## src/rtl/fetch_stage.sv

```systemverilog
// rtl/fetch_stage.sv - instruction fetch: single-outstanding imem requests, 2-entry {pc, instr} queue to decode
module fetch_stage #(
  parameter logic [31:0] RESET_PC = 32'h0000_0000
) (
  input  logic        clk,
  input  logic        reset,
  input  logic        redirect,
  input  logic [31:0] redirect_pc,
  output logic        imem_req,
  output logic [31:0] imem_addr,
  input  logic        imem_gnt,
  input  logic        imem_rvalid,
  input  logic [31:0] imem_rdata,
  output logic        id_valid,
  input  logic        id_ready,
  output logic [31:0] id_instr,
  output logic [31:0] id_pc
);

  typedef enum logic [1:0] {S_IDLE, S_WAIT, S_DROP} state_t;

  state_t      state, state_nxt;
  logic [31:0] fetch_pc;
  logic [31:0] req_pc;
  logic [31:0] fifo_pc    [2];
  logic [31:0] fifo_instr [2];
  logic        wr_ptr, rd_ptr;
  logic [1:0]  count;
  logic        grant, push, pop;
  logic        unused_pc_lsbs;

  // Redirect targets are forced word-aligned; the low bits carry no meaning here.
  assign unused_pc_lsbs = ^redirect_pc[1:0];

  always_comb begin
    imem_req  = (state == S_IDLE) && (count < 2'd2) && !redirect && !reset;
    imem_addr = fetch_pc;
    grant     = imem_req && imem_gnt;
    push      = (state == S_WAIT) && imem_rvalid && !redirect;
    id_valid  = (count != 2'd0) && !reset;
    pop       = id_valid && id_ready;
    id_instr  = fifo_instr[rd_ptr];
    id_pc     = fifo_pc[rd_ptr];
  end

  // A response in the redirect cycle still closes the transaction, so rvalid wins over DROP entry.
  always_comb begin
    state_nxt = state;
    case (state)
      S_IDLE:  if (grant) state_nxt = S_WAIT;
      S_WAIT: begin
        if (imem_rvalid)   state_nxt = S_IDLE;
        else if (redirect) state_nxt = S_DROP;
      end
      S_DROP:  if (imem_rvalid) state_nxt = S_IDLE;
      default: state_nxt = S_IDLE;
    endcase
  end

  always_ff @(posedge clk) begin
    if (reset) begin
      state    <= S_IDLE;
      fetch_pc <= RESET_PC;
      count    <= 2'd0;
      wr_ptr   <= 1'b0;
      rd_ptr   <= 1'b0;
    end else begin
      state <= state_nxt;
      if (redirect) begin
        fetch_pc <= {redirect_pc[31:2], 2'b00};
        count    <= 2'd0;
        wr_ptr   <= 1'b0;
        rd_ptr   <= 1'b0;
      end else begin
        if (grant) fetch_pc <= fetch_pc + 32'd4;
        if (push)  wr_ptr   <= ~wr_ptr;
        if (pop)   rd_ptr   <= ~rd_ptr;
        count <= count + {1'b0, push} - {1'b0, pop};
      end
    end
  end

  always_ff @(posedge clk) begin
    if (grant) req_pc <= fetch_pc;
    if (push && !reset) begin
      fifo_pc[wr_ptr]    <= req_pc;
      fifo_instr[wr_ptr] <= imem_rdata;
    end
  end

endmodule

```

## config.mk

```make
export PLATFORM = sky130hd
export DESIGN_NAME = fetch_stage
export DESIGN_NICKNAME = d
export VERILOG_FILES = /design/src/rtl/fetch_stage.sv
export SDC_FILE = /design/constraint.sdc
export NUM_CORES = 1
export LEC_CHECK = 0
export CAP_MARGIN = 20
export CORE_MARGIN = 3
export CORE_UTILIZATION = 40
export CTS_CLUSTER_DIAMETER = 30
export DETAILED_ROUTE_END_ITERATION = 12
export DONT_BUFFER_PORTS = 1
export PLACE_DENSITY = 0.59
export SYNTH_ARGS = -nofsm -noshare
export SYNTH_HDL_FRONTEND = slang
export SYNTH_SLANG_ARGS = --single-unit
```

## constraint.sdc

```tcl
create_clock -name clk -period 4.4 [get_ports clk]
set_input_delay 0.44 -clock clk [delete_from_list [all_inputs] [get_ports clk]]
set_output_delay 0.44 -clock clk [all_outputs]
set_load 0.1 [all_outputs]
```

==> flow_summary.ini, run 1 <==
[cells_and_area]
layout.cells.most_common_list = sky130_fd_sc_hd__edfxtp_1, sky130_fd_sc_hd__mux2_2, sky130_fd_sc_hd__dfxtp_1, sky130_fd_sc_hd__nand2_1, sky130_fd_sc_hd__buf_4
layout_cells_sized_above_1_pct = 23.6
n_antenna_cell = 0
fillers = 1574
area_growth_syn_to_layout_pct = 12.3
final_common_cell = sky130_fd_sc_hd__edfxtp_1
finalNonFillerCells = 758
layout.nets = 589

[yosys]
synth_adder_area_share_pct = 0.502
post_synth_mux_area_share_pct = 9.78
synth.lib_cells_used.distinct = 47
synth_compound_area_share_pct = 5.49
synth.avg_cell_area_um2 = 15.1
synth-seq-area-share_pct = 71.8
yosysWarnings = 0
asyncSetResetFlopFracSynth_pct = 0
yosys.area_share.xor_xnor_pct = 1.52
synth_edf_count = 154
synth_area_mm2 = 0.00747
syn_inst = 496
synth_top_family_by_area = multiplexers
synthFlopType = sky130_fd_sc_hd__edfxtp_1
synth_simple_gate_area_share_pct = 8.79
ys_ff_latch = 191

[setup_path]
crit_path_start = imem_addr[14]
regToRegStartpoint = imem_addr[14]
worst_path_max_stage_delay_ps = 1070
required_time_worst_endpoint_ps = 4740
worstRegToRegCells = 5
crit_type = register to register
arrival_ps = 3360
worstSetupEndpointType = register
cpMaxStageDelayCell = sky130_fd_sc_hd__dfxtp_1
worst_path_most_repeated_cell = sky130_fd_sc_hd__nand4_1
crit_path_max_fanout = 7
cp-start-kind = register
crit_path_cell_chain = nand4_1, nor3_1, nand4_1, or3_1, a311oi_1

[floorplan]
dieArea_mm2 = 0.0204
die_height_um = 143
initial_core_util_pct = 41.2
placeableCoreArea_mm2 = 0.0181
boundaryPins = 168
row_count = 49
die_w_um = 143

[place]
dp_worst_setup_slack_ps = 1370
hpwlAfterDp_um = 10300
port_buffers = 0
gpl.final_weighted_congestion = 0.815
placedCellCount = 724

[detailed_routing]
met3_wirelength_um = 1650
length_of_routed_wiring_on_met1_um = 6540
routed_wl_per_cell_um = 21.1
antenna_left = 0
detail_route.vias_per_cell = 5.51
via_count = 4179
drtIter0Drc = 246
remaining_drc_errors = 0
routed-wl-met2_um = 7520
drt_pass1_iterations = 4
totalWireLength_um = 16000
max_used_layer = met4

[timing]
maxSlewHeadroom_pct = 23.3
setup_viol = 0
finClkSkew_ps = 7.97
period_share_pct = 68.8
worstMarginPinSlew_ps = 1150
totalNegativeSetupSlack_ps = 0
hold_violations = 0
final-max-slew-violation-count = 0
grt_setup_unrepaired = false
period_needed_ps = 3030
finalWorstSetupSlack_ps = 1370
fmax_ghz = 0.330

[clocking]
cts_post_setup_buffers_inserted = 0
tritoncts = yes
clk_path_buf_depth = 2
post_cts_hold_buffer_count = 0
inserted_clock_buffers = 17
cts_htree_levels = 4
cts.sink_count = 191
clock_tree.root_cell = sky130_fd_sc_hd__clkbuf_16
ctsResizeCount = 0
clock_insertion_delay_worst_skew_ps = 420
clk_transition_reported_paths_ps = 70

[power_and_ir_drop]
cellPowerDensity_mw_per_mm2 = 430
p_leak_nw = 2.67
vdd_ir_drop_max_uv = 273
design_power_total_mw = 3.61

[grt]
initial_antenna_violation_count = 0
grt_pass1_vias = 4242
global_route.overflow_total = 0
overall_global_routing_usage_pct = 15.7
grt_pass1_wl_um = 24400
grt_max_degree = 63

[min_path]
hold_path_depth = 1
min_path_type = input pin to register
holdCritStartpoint = reset

[status]
status = finished clean

[flow_run]
maxCapViolCount = 0
-- where the power goes --
| part | switching, mW | internal [mW] |
|---|---|---|
| combinational | 0.184 | 0.0434 |
| sequential | 0.0578 | 1.98 |
| clock | 0.629 | 0.716 |
-- cell type report --
| type | count | area, µm² | share of cell area, % |
|---|---|---|---|
| tap | 229 | 287 | 3.41 |
| multi-input combinational | 272 | 1980 | 23.6 |
| clock inverter | 11 | 67.6 | 0.805 |
| inverter | 7 | 26.3 | 0.313 |
| sequential | 191 | 5370 | 64.0 |
| clock buffer | 21 | 440 | 5.25 |
| timing repair buffer | 27 | 223 | 2.65 |
-- cell usage after synthesis, types with 2 or more instances --
master	number	area, µm²
sky130_fd_sc_hd__and2_1	11	68.8
sky130_fd_sc_hd__nor3_1	14	70.1
sky130_fd_sc_hd__nor4_1	2	12.5
sky130_fd_sc_hd__ha_1	3	37.5
sky130_fd_sc_hd__a22oi_1	2	15.0
sky130_fd_sc_hd__or3_1	7	43.8
sky130_fd_sc_hd__and3_1	6	37.5
sky130_fd_sc_hd__dfxtp_1	37	741
sky130_fd_sc_hd__buf_1	4	15.0
sky130_fd_sc_hd__o211ai_1	2	15.0
sky130_fd_sc_hd__a31oi_1	13	81.3
sky130_fd_sc_hd__buf_2	2	10.0
sky130_fd_sc_hd__xnor2_1	5	43.8
sky130_fd_sc_hd__o311ai_0	2	17.5
sky130_fd_sc_hd__o21ai_0	8	40.0
sky130_fd_sc_hd__nand3_1	15	75.1
sky130_fd_sc_hd__and4_1	3	26.3
sky130_fd_sc_hd__mux2_2	64	721
sky130_fd_sc_hd__inv_1	7	26.3
sky130_fd_sc_hd__nor2_1	14	52.6
sky130_fd_sc_hd__nand2_1	31	116
sky130_fd_sc_hd__clkbuf_1	18	67.6
sky130_fd_sc_hd__xor2_1	8	70.1
sky130_fd_sc_hd__o22ai_1	7	43.8
sky130_fd_sc_hd__or4_1	3	22.5
sky130_fd_sc_hd__a311oi_1	3	26.3
sky130_fd_sc_hd__a21oi_1	17	85.1
sky130_fd_sc_hd__nand4_1	12	75.1
sky130_fd_sc_hd__buf_4	4	30.0
sky130_fd_sc_hd__edfxtp_1	154	4620
sky130_fd_sc_hd__a221oi_1	2	17.5
-- logic make-up (layout without fill, tap and decap cells) --
group | count (synthesis) | in the layout
fa+ha+maj | 3 | 3
other cells | 1 | 4
buf+inv | 36 | 66
flops | 191 | 191
mux | 65 | 65
compound gates | 64 | 64
xor+xnor | 13 | 13
simple gates | 123 | 123
-- routing by layer --
layer  up-vias  GRT usage (%)
li1       1935              -
met4         0           5.75
met3        20           6.66
met5         -              0
met1      2037           19.3
met2       187           24.9
-- per-stage QoR --
| step | instance area [µm²] | hold WS [ps] | utilization, % |
|---|---|---|---|
| after floorplan | 7480 | 421 | - |
| after global placement | 7850 | 424 | 43.3 |
| after detailed placement | 7850 | 431 | 43.3 |
| after CTS | 8360 | 53.3 | 46.0 |
| after global routing | 8390 | 52.0 | 46.2 |
| final | 8390 | 77.7 | 46.2 |
-- worst max-delay path: cells and delay by family, from the launching register on --
family	cells	cell delay (ps)
flip-flops	1	1070
AND/OR/NAND/NOR	4	1630
AO/OA/AOI/OAI	1	240
-- final timing paths --
kind                    to  slack [ps]
max          imem_addr[28]        1370
min          imem_addr[13]          80
max reg2reg  imem_addr[28]        1370
min reg2reg  fifo_pc[1][5]         440
-- state kept, by name (all words and copies together) (netlist names), named ones only --
register,flops
fifo_pc,60
state,2
fifo_instr,64
count,2
rd_ptr,1
req_pc,30
imem_addr,30
wr_ptr,1
No activity file was read; power rests on OpenSTA's default activity.
==> run 2, diff against run 1 <==
Settings changed: ABC_AREA set to 1, PLACE_DENSITY 0.59 to 0.61.
Clock period 4.4 ns to 2.6 ns, I/O delays scaled along.
==> run 2 against run 1 <==
Net effect:
- final cell count rose by 29%
- clock skew rose by 6.0 ps
- sequential share of layout area shrank 7.4 points
- utilization increased by 3.3 points
- largest power group unchanged
- register-to-register slack worse by 580 ps
==> flow_summary.ini, run 2 <==
[clocking]
clock_tree.root_cell = sky130_fd_sc_hd__clkbuf_16
cts.sink_count = 191
cts_post_setup_buffers_inserted = 0
clock_insertion_delay_worst_skew_ps = 430
inserted_clock_buffers = 17
cts_htree_levels = 4
clk_transition_reported_paths_ps = 70
clk_path_buf_depth = 2
tritoncts = yes

[floorplan]
initial_core_util_pct = 41.6
dieArea_mm2 = 0.0216
placeableCoreArea_mm2 = 0.0191
boundaryPins = 168
row_count = 50
die_w_um = 147
die_height_um = 147

[grt]
grt_pass1_vias = 4948
grt_use_met1_pct = 19.3
grt_max_degree = 63
initial_antenna_violation_count = 0
met2_usage_pct = 28.5
use_met3_pct = 5.68
grt_pass1_wl_um = 27400
busiest_layer = met2
overall_global_routing_usage_pct = 16.4
global_route.overflow_total = 0

[power_and_ir_drop]
design_power_total_mw = 6.51
cellPowerDensity_mw_per_mm2 = 687
vdd_ir_drop_max_uv = 475
p_leak_nw = 3.35

[yosys]
synth_commonest_cells = sky130_fd_sc_hd__edfxtp_1, sky130_fd_sc_hd__nand2_1, sky130_fd_sc_hd__mux2_2, sky130_fd_sc_hd__inv_1, sky130_fd_sc_hd__nor2_1
synth.lib_cells_used.distinct = 38
synth-seq-area-share_pct = 67.4
synth.area.top_cells = sky130_fd_sc_hd__edfxtp_1, sky130_fd_sc_hd__dfxtp_1, sky130_fd_sc_hd__mux2_2
synth.avg_cell_area_um2 = 12.7
ys_ff_latch = 191
synth_edf_count = 154
synthFlopType = sky130_fd_sc_hd__edfxtp_1
yosysWarnings = 0
synth_top_area_share_pct = 58.1
syn_inst = 627
post-synth-top-area-cell = sky130_fd_sc_hd__edfxtp_1
asyncSetResetFlopFracSynth_pct = 0
synth_area_mm2 = 0.00797
synth.most_common_cell = sky130_fd_sc_hd__edfxtp_1

[cells_and_area]
reg.largest.list = fifo_instr: 64 flops, fifo_pc: 60 flops
largest_register_ff_count = 64
finalNonFillerCells = 976
layout.nets = 776
n_antenna_cell = 0
layout.cells.most_common_list = sky130_fd_sc_hd__edfxtp_1, sky130_fd_sc_hd__nand2_1, sky130_fd_sc_hd__mux2_2, sky130_fd_sc_hd__inv_1, sky130_fd_sc_hd__nor2_1
final_common_cell = sky130_fd_sc_hd__edfxtp_1
layout_cells_sized_above_1_pct = 24.6
regMostFlops = fifo_instr
area_growth_syn_to_layout_pct = 19.0

[detailed_routing]
antenna_left = 0
totalWireLength_um = 17600
detail_route.vias_per_cell = 4.92
drt_pass1_iterations = 4
routed_wl_per_cell_um = 18.0
via_count = 4806
remaining_drc_errors = 0
drtIter0Drc = 225

[timing]
grt_setup_unrepaired = false
worstMarginPinSlew_ps = 824
worst_hold_slack_ps = 28.3
final-max-slew-violation-count = 0
hold_violations = 0
fmax_ghz = 0.469
period_share_pct = 82.0
finalWorstSetupSlack_ps = 469
totalNegativeSetupSlack_ps = 0
maxSlewHeadroom_pct = 45.0
finClkSkew_ps = 14.0
period_needed_ps = 2130
setup_viol = 0

[setup_path]
cp-start-kind = input pin
timing.critical_path.max_delay_family = buffers and inverters
critical_path.n_buffers_inverters = 2
worstSetupEndpointType = primary output
crit_path_cell_chain = dlygate4sd3_1, nor2_4, nand3_2, inv_1
worst_path_max_stage_delay_ps = 650
cpMaxStageDelayCell = sky130_fd_sc_hd__dlygate4sd3_1
crit_type = input pin to primary output
arrival_ps = 1870
required_time_worst_endpoint_ps = 2340
crit_path_max_fanout = 27

[min_path]
min_path_type = input pin to register

[place]
hpwlAfterDp_um = 11700
gpl.final_weighted_congestion = 0.862
port_buffers = 0
placedCellCount = 907
dp_worst_setup_slack_ps = 787

[status]
status = finished clean

[flow_run]
maxCapViolCount = 0
[run 2: cell types whose count changed in the layout (fill, tap and decap cells not counted), sizes merged, moves of 13 or more]
cell	delta
dlygate4sd3	+36
nor3	-13
nand2	+95
nor2	+46
inv	+46
[run 2: kinds of logic (layout without fill, tap and decap cells)]
kind of cell	after synthesis	in the layout	synth area share, %
AO/OA/AOI/OAI	55	55	3.77
adder cells (fa/ha/maj)	3	3	0.471
flip-flops	191	191	67.4
multiplexers	62	62	8.77
buffers and inverters	74	160	4.19
AND/OR/NAND/NOR	228	228	13.9
XOR/XNOR	13	13	1.52
other	1	4	0.0471
[run 2: repair_timing]
item	in CTS	in global routing
hold buffers	37	0
gates resized for setup	0	0
hold endpoints to repair	93	0
[run 2: cell type report]
cell class / instances / area [µm²]
clock inverter: 12 / 138
tap: 260 / 325
clock buffer: 20 / 447
fill: 1688 / 9660
sequential: 191 / 5370
multi-input combinational: 365 / 2300
inverter: 53 / 199
timing repair buffer: 75 / 703
[run 2: through the flow]
stage                     util [%]  area [µm²]
after CTS                     49.5        9480
after global routing          49.5        9480
after floorplan                  -        7990
after detailed placement      44.5        8520
final                         49.5        9480
after global placement        44.5        8520
[run 2: worst paths after layout]
kind,from,endpoint,slack [ps],cells after the start
min reg2reg,req_pc[7],fifo_pc[1][7],450,0
max reg2reg,imem_addr[2],imem_addr[23],790,9
max,redirect,imem_req,470,4
min,redirect,imem_addr[12],30,2
[run 2: layer usage]
| metal | vias to the layer above | part of all wire (%) |
|---|---|---|
| met4 | 0 | 1.6 |
| met1 | 2316 | 41 |
| li1 | 2306 | - |
| met5 | - | 0 |
| met3 | 21 | 7.1 |
| met2 | 163 | 50 |
[run 2: report_power, final]
part	internal [mW]	leakage [nW]	switching (mW)
clock network	1.45	0.275	1.11
registers	3.34	1.70	0.0437
logic	0.130	1.38	0.428
